===== src/rtl/midi_pkg.sv =====
// Shared MIDI constants, state encodings and the message-length helper used by
// the serial front end (midi_uart_rx and midi_uart_bitrx).
package midi_pkg;

   localparam logic [3:0] NOTE_OFF = 4'h8;
   localparam logic [3:0] NOTE_ON  = 4'h9;
   localparam logic [3:0] POLY_AT  = 4'hA;
   localparam logic [3:0] CC       = 4'hB;
   localparam logic [3:0] PROG     = 4'hC;
   localparam logic [3:0] CH_AT    = 4'hD;
   localparam logic [3:0] PB       = 4'hE;

   localparam logic [7:0] SYS_MIN    = 8'hF0;
   localparam logic [7:0] SYS_RT_MIN = 8'hF8;

   typedef enum logic [2:0] {
      RX_IDLE,
      RX_START,
      RX_DATA,
      RX_STOP,
      RX_BREAK
   } rx_state_t;

   typedef enum logic [1:0] {
      OUT_IDLE,
      OUT_STAT,
      OUT_DATA
   } out_state_t;

   // Number of data bytes that follow a channel-voice status byte.
   function automatic logic [1:0] msg_data_len(input logic [7:0] status);
      return (status[7:4] == PROG || status[7:4] == CH_AT) ? 2'd1 : 2'd2;
   endfunction

endpackage


===== src/rtl/midi_uart_bitrx.sv =====
// MIDI bit-level receiver: 2-flop input synchronizer, oversampling tick divider
// and start/data/stop deserializer with break handling after a framing error.
module midi_uart_bitrx
   import midi_pkg::*;
#(
   parameter int CLK_HZ = 50000000,
   parameter int BAUD   = 31250,
   parameter int OVS    = 16
) (
   input  logic       clk,
   input  logic       reset,
   input  logic       rx,
   output logic       byte_valid,
   output logic [7:0] byte_data,
   output logic       frame_err,
   output logic       rx_active
);

   localparam int DIV = CLK_HZ / (BAUD * OVS);
   localparam int DW  = (DIV > 1) ? $clog2(DIV) : 1;
   localparam int TW  = $clog2(OVS) + 1;
   localparam logic [TW-1:0] HALF_M1 = TW'(OVS / 2 - 1);
   localparam logic [TW-1:0] FULL_M1 = TW'(OVS - 1);

   logic          tick;
   logic          rx_s1, rx_s2;
   rx_state_t     state;
   logic [TW-1:0] tcnt;
   logic [2:0]    bcnt;
   logic [7:0]    shreg;

   generate
      if (DIV <= 1) begin : g_nodiv
         assign tick = 1'b1;
      end else begin : g_div
         logic [DW-1:0] div_cnt;
         always_ff @(posedge clk) begin
            if (reset) div_cnt <= '0;
            else       div_cnt <= (div_cnt == DW'(DIV - 1)) ? '0 : div_cnt + 1'b1;
         end
         assign tick = (div_cnt == DW'(DIV - 1));
      end
   endgenerate

   always_ff @(posedge clk) begin
      if (reset) begin
         rx_s1     <= 1'b1;
         rx_s2     <= 1'b1;
         state     <= RX_IDLE;
         tcnt      <= '0;
         bcnt      <= '0;
         shreg     <= '0;
         frame_err <= 1'b0;
      end else begin
         rx_s1     <= rx;
         rx_s2     <= rx_s1;
         frame_err <= 1'b0;
         case (state)
            RX_IDLE: begin
               if (!rx_s2) begin
                  tcnt  <= '0;
                  state <= RX_START;
               end
            end
            // Mid-start re-sample rejects glitches shorter than half a bit.
            RX_START: begin
               if (tick) begin
                  if (tcnt == HALF_M1) begin
                     tcnt  <= '0;
                     bcnt  <= '0;
                     state <= rx_s2 ? RX_IDLE : RX_DATA;
                  end else begin
                     tcnt <= tcnt + 1'b1;
                  end
               end
            end
            RX_DATA: begin
               if (tick) begin
                  if (tcnt == FULL_M1) begin
                     tcnt  <= '0;
                     shreg <= {rx_s2, shreg[7:1]};
                     bcnt  <= bcnt + 1'b1;
                     if (bcnt == 3'd7) state <= RX_STOP;
                  end else begin
                     tcnt <= tcnt + 1'b1;
                  end
               end
            end
            RX_STOP: begin
               if (tick) begin
                  if (tcnt == FULL_M1) begin
                     tcnt <= '0;
                     if (rx_s2) begin
                        state <= RX_IDLE;
                     end else begin
                        frame_err <= 1'b1;
                        state     <= RX_BREAK;
                     end
                  end else begin
                     tcnt <= tcnt + 1'b1;
                  end
               end
            end
            RX_BREAK: begin
               if (rx_s2) state <= RX_IDLE;
            end
            default: state <= RX_IDLE;
         endcase
      end
   end

   // Valid during the stop-sample cycle so the top can register it at that edge.
   assign byte_valid = (state == RX_STOP) && tick && (tcnt == FULL_M1) && rx_s2;
   assign byte_data  = shreg;
   assign rx_active  = (state != RX_IDLE);

endmodule


===== src/rtl/midi_uart_rx.sv =====
// MIDI serial front end: byte classifier and output sequencer on top of the bit
// receiver. Define MIDI_RUNNING_STATUS_EN for SysEx skip and running-status re-expansion.
module midi_uart_rx
   import midi_pkg::*;
#(
   parameter int CLK_HZ = 50000000,
   parameter int BAUD   = 31250,
   parameter int OVS    = 16
) (
   input  logic       clk,
   input  logic       reset,
   input  logic       rx,
   output logic       midi_send,
   output logic [7:0] midi_data,
   output logic       frame_err,
   output logic       rx_active
);

   logic       byte_valid;
   logic [7:0] byte_data;
   out_state_t out_state;

   midi_uart_bitrx #(
      .CLK_HZ(CLK_HZ),
      .BAUD  (BAUD),
      .OVS   (OVS)
   ) u_bitrx (
      .clk       (clk),
      .reset     (reset),
      .rx        (rx),
      .byte_valid(byte_valid),
      .byte_data (byte_data),
      .frame_err (frame_err),
      .rx_active (rx_active)
   );

`ifdef MIDI_RUNNING_STATUS_EN

   logic       rs_valid;
   logic       rs_fresh;
   logic       sx_skip;
   logic [7:0] rs_status;
   logic [1:0] need;
   logic [1:0] cnt;
   logic [7:0] pend;

   always_ff @(posedge clk) begin
      if (reset) begin
         midi_send <= 1'b0;
         midi_data <= 8'h00;
         out_state <= OUT_IDLE;
         rs_valid  <= 1'b0;
         rs_fresh  <= 1'b0;
         sx_skip   <= 1'b0;
         rs_status <= 8'h00;
         need      <= 2'd2;
         cnt       <= 2'd0;
         pend      <= 8'h00;
      end else begin
         midi_send <= 1'b0;
         case (out_state)
            OUT_STAT: begin
               midi_send <= 1'b1;
               midi_data <= pend;
               out_state <= OUT_DATA;
            end
            OUT_DATA: out_state <= OUT_IDLE;
            default:  out_state <= OUT_IDLE;
         endcase

         if (byte_valid) begin
            if (byte_data >= SYS_RT_MIN) begin
               // real-time bytes vanish without touching message state
            end else if (byte_data >= SYS_MIN) begin
               rs_valid <= 1'b0;
               sx_skip  <= 1'b1;
            end else if (byte_data[7]) begin
               midi_send <= 1'b1;
               midi_data <= byte_data;
               out_state <= OUT_DATA;
               rs_status <= byte_data;
               rs_valid  <= 1'b1;
               rs_fresh  <= 1'b1;
               sx_skip   <= 1'b0;
               need      <= msg_data_len(byte_data);
               cnt       <= 2'd0;
            end else if (rs_valid && !sx_skip) begin
               rs_fresh <= 1'b0;
               cnt      <= (cnt + 2'd1 == need) ? 2'd0 : cnt + 2'd1;
               // First data byte of a message whose status went out earlier:
               // replay the status so the translator sees a complete message.
               if (cnt == 2'd0 && !rs_fresh) begin
                  midi_send <= 1'b1;
                  midi_data <= rs_status;
                  pend      <= byte_data;
                  out_state <= OUT_STAT;
               end else begin
                  midi_send <= 1'b1;
                  midi_data <= byte_data;
                  out_state <= OUT_DATA;
               end
            end
         end
      end
   end

`else

   always_ff @(posedge clk) begin
      if (reset) begin
         midi_send <= 1'b0;
         midi_data <= 8'h00;
         out_state <= OUT_IDLE;
      end else begin
         midi_send <= 1'b0;
         if (out_state == OUT_DATA) out_state <= OUT_IDLE;
         if (byte_valid && byte_data < SYS_RT_MIN) begin
            midi_send <= 1'b1;
            midi_data <= byte_data;
            out_state <= OUT_DATA;
         end
      end
   end

`endif

endmodule


===== config.mk =====
export PLATFORM = sky130hd
export DESIGN_NAME = midi_uart_rx
export DESIGN_NICKNAME = d
export VERILOG_FILES = /design/src/rtl/midi_pkg.sv /design/src/rtl/midi_uart_bitrx.sv /design/src/rtl/midi_uart_rx.sv
export SDC_FILE = /design/constraint.sdc
export NUM_CORES = 1
export LEC_CHECK = 0
export ABC_CLOCK_PERIOD_IN_PS = 1900
export BUFFER_PORTS_ARGS = -buffer_cell sky130_fd_sc_hd__buf_2
export CORE_MARGIN = 4
export CORE_UTILIZATION = 43
export CTS_BUF_LIST = sky130_fd_sc_hd__clkbuf_8 sky130_fd_sc_hd__clkbuf_16
export DETAILED_ROUTE_END_ITERATION = 8
export PLACE_DENSITY_LB_ADDON = 0.1
export SLEW_MARGIN = 20
export SYNTH_ARGS = -nofsm -noshare
export SYNTH_HDL_FRONTEND = slang
export SYNTH_SLANG_ARGS = --single-unit

===== constraint.sdc =====
create_clock -name clk -period 1.9 [get_ports clk]
set_input_delay 0.19 -clock clk [delete_from_list [all_inputs] [get_ports clk]]
set_output_delay 0.19 -clock clk [all_outputs]
set_load 0.02 [all_outputs]

==> results.sh <==
export IMPL_grt_overflow=0
export IMPL_drt_initial_drc_count=113
export IMPL_cp_data_arrival_time_ns=1.94
export IMPL_grt_max_degree=40
export IMPL_synthCells=198
export IMPL_grt_pass1_wl_um=6479
export IMPL_cp_end_kind="flop"
export IMPL_slew_headroom=0.5456
export IMPL_rows=23
export IMPL_hold_viol_final=0
export IMPL_synth_edf_count=0
export IMPL_dp_cells=256
export IMPL_fin_cells=263
export IMPL_peakVddDrop_mv=0.3094
export IMPL_clkPwrFrac=0.380
export IMPL_wl_per_cell_um=14.68
export IMPL_finalCritPeriodShare=0.9247
export IMPL_switching_share=0.2135
export IMPL_intPower_uw=1110
export IMPL_cp_start_kind="flop"
export IMPL_die_width_um=72.96
export IMPL_pre_cts_ws_ns=0.1599
export IMPL_rsz0062_at_grt="false"
export IMPL_wl_um=3862
export IMPL_cts_clk_slew_worst_paths_ns=0.07
export IMPL_cts_root_buf="clkbuf_8"
export IMPL_hold_class="in -> reg"
export IMPL_htree_levels=2
export IMPL_power_frac_comb=0.042
export IMPL_drc=0
export IMPL_drv_slew=0
export IMPL_synth_nets=206
export IMPL_status="finished, final reports clean"
export IMPL_syn_area_mm2=0.001814
export IMPL_worstMarginPinSlew_ns=0.6816
export IMPL_place_congestion=0.8827
export IMPL_ys_seq_elements=38
export IMPL_cellPowerDensity_mw_per_mm2=701.2
export IMPL_clockBufferDepth=2
export IMPL_grt_total_usage=0.1582
export IMPL_yosysWarnings=0
export IMPL_die_height_um=72.96
export IMPL_fin_tns_setup_ns=0
export IMPL_cts_sinks=38
export IMPL_maxCapViolCount=0
export IMPL_synth_main_ff_cell="dfxtp_1"
export IMPL_critical_path_max_fanout=6
export IMPL_via_per_inst=5.821
export IMPL_max_freq_mhz=569.2
export IMPL_place_detailed_hpwl_um=2704
export IMPL_drive_above_1_share=0.1690
export IMPL_cts_inserted_buffers=5
export IMPL_syn_to_final_growth_pct=10.90
export IMPL_grt_pass1_vias=1367
export IMPL_crit_type="reg -> reg"
export IMPL_avgSynthCellArea_um2=9.163
export IMPL_total_power_uw=1411
export IMPL_synth_cell_type_count=52
export IMPL_seq_power_share=0.578
export IMPL_dr_pass1_iters=4
export IMPL_diodes=0
export IMPL_cts_tree="done"
export IMPL_switchingPower_uw=301.2
export IMPL_whs_ns=0.08635
export IMPL_worst_slack_ns=0.1431
export IMPL_finalClockSkew_ns=0.004828
export IMPL_seq_area_frac_synth=0.4193
export IMPL_period_needed_ns=1.757
export IMPL_ctsHoldBuffers=0
export IMPL_p_leak_uw=0.0008122
export IMPL_die_area_mm2=0.005322
export IMPL_antenna_left=0
export IMPL_final_nets=222
export IMPL_vias=1531
export IMPL_start_util=0.4503
export IMPL_antenna_found_initial=0
export IMPL_async_flop_share=0
export IMPL_required_ns=2.09
export IMPL_clock_latency_ns=0.29
export IMPL_setup_violations=0
export IMPL_io_buffers=13
export IMPL_core_mm2=0.004029
export IMPL_ios=14
metrics by stage:
stage	area (um^2)	util
finish	2012	0.4994
global route	2012	0.4994
floorplan	1814	-
detailed placement	1907	0.4733
CTS	1989	0.4938
global placement	1907	0.4733
cell families after synthesis:
kind of cell / count (synthesis) / share of synthesized area
xor+xnor: 4 / 0.01931
fa+ha+maj: 5 / 0.03448
simple gates: 78 / 0.2635
mux: 8 / 0.04414
compound gates: 50 / 0.1669
buf+inv: 15 / 0.05241
flops: 38 / 0.4193
Yosys cell counts, types with 2 or more instances:
library cell | number | share of area
dfxtp_1 | 38 | 0.42
a21oi_1 | 19 | 0.052
nand3_1 | 16 | 0.044
o21ai_0 | 15 | 0.041
nor2_1 | 13 | 0.027
nor3_1 | 11 | 0.030
mux2i_1 | 8 | 0.044
ha_1 | 5 | 0.034
nand4_1 | 5 | 0.017
buf_2 | 4 | 0.011
inv_1 | 4 | 0.0083
and3_1 | 3 | 0.010
clkbuf_1 | 3 | 0.0062
clkbuf_8 | 3 | 0.023
or2_2 | 3 | 0.010
a21o_1 | 2 | 0.0083
and4b_1 | 2 | 0.011
nand2_1 | 2 | 0.0041
nand2b_1 | 2 | 0.0069
nand4b_1 | 2 | 0.0097
nand4bb_1 | 2 | 0.012
nor3b_1 | 2 | 0.0083
or3_1 | 2 | 0.0069
or4_1 | 2 | 0.0083
xnor2_1 | 2 | 0.0097
xor2_1 | 2 | 0.0097
routing by layer:
metal	track usage	part of all wire
met4	0.06148	0.016
met5	0	0
met3	0.04545	0.045
met1	0.2097	0.47
met2	0.2425	0.47
timing repair:
item,in CTS,in global routing
endpoints found under the setup margin,0,12
setup buffers,0,1
resized for setup,0,3
cell usage in the layout, fill, tap and decap left out, types with 2 or more instances in the layout:
cell       count
clkbuf_8       6
nand4bb_1      2
nor3b_1        2
nand4_1        5
a21o_1         2
nand4b_1       2
or3_1          2
nand3_1       16
and3_1         3
or4_1          2
nand2b_1       2
nor2_1        13
o21ai_0       15
a21oi_1       19
and4b_1        2
buf_4          7
or2_2          3
nor3_1        11
xor2_1         2
buf_2         13
inv_1          4
dfxtp_1       37
mux2i_1        8
xnor2_1        2
ha_1           5
nand2_1        2
power groups by stage:
stage | sequential (uW) | combinational (uW) | clock, uW
6_report | 816 | 59.2 | 536
5_1_grt | 817 | 67.0 | 589
4_1_cts | 816 | 58.0 | 560
3_5_place_dp | 834 | 58.1 | 0
3_3_place_gp | 834 | 57.9 | 0
2_1_floorplan | 830 | 51.0 | 0
state kept, by name (all words and copies together), names as in the netlist:
register,count
midi_send,1
midi_data,8
u_bitrx.byte_data,8
u_bitrx.g_div.div_cnt,7
u_bitrx.state,3
u_bitrx.rx_s1,1
u_bitrx.tcnt,5
u_bitrx.frame_err,1
u_bitrx.bcnt,3
u_bitrx.rx_s2,1
final cells by class:
cell class                      count  area [um^2]
Fill cell                         390         2017
Multi-Input combinational cell    145        972.2
Sequential cell                    38        762.0
Timing Repair Buffer               20        117.6
Clock buffer                        6        82.58
Tap cell                           50        62.56
Inverter                            4        15.01
worst paths after layout:
kind / from / endpoint / slack, ns / cells past startpoint
worst min-delay path: rx / u_bitrx.rx_s1 / 0.09 / 2
worst max register to register: u_bitrx.g_div.div_cnt[0] / u_bitrx.state[2] / 0.14 / 6
worst max-delay path: u_bitrx.g_div.div_cnt[0] / u_bitrx.state[2] / 0.14 / 6
worst min register to register: u_bitrx.rx_s1 / u_bitrx.rx_s2 / 0.42 / 1
worst max-delay path, stage by stage (launching register included):
cell and delay [ns]:
dfxtp_1 0.36, ha_1 0.24, nand4bb_1 0.18, buf_4 0.19, o32ai_1 0.25, o21ai_1 0.12
a221oi_1 0.32
(Power assumes the default switching activity.)
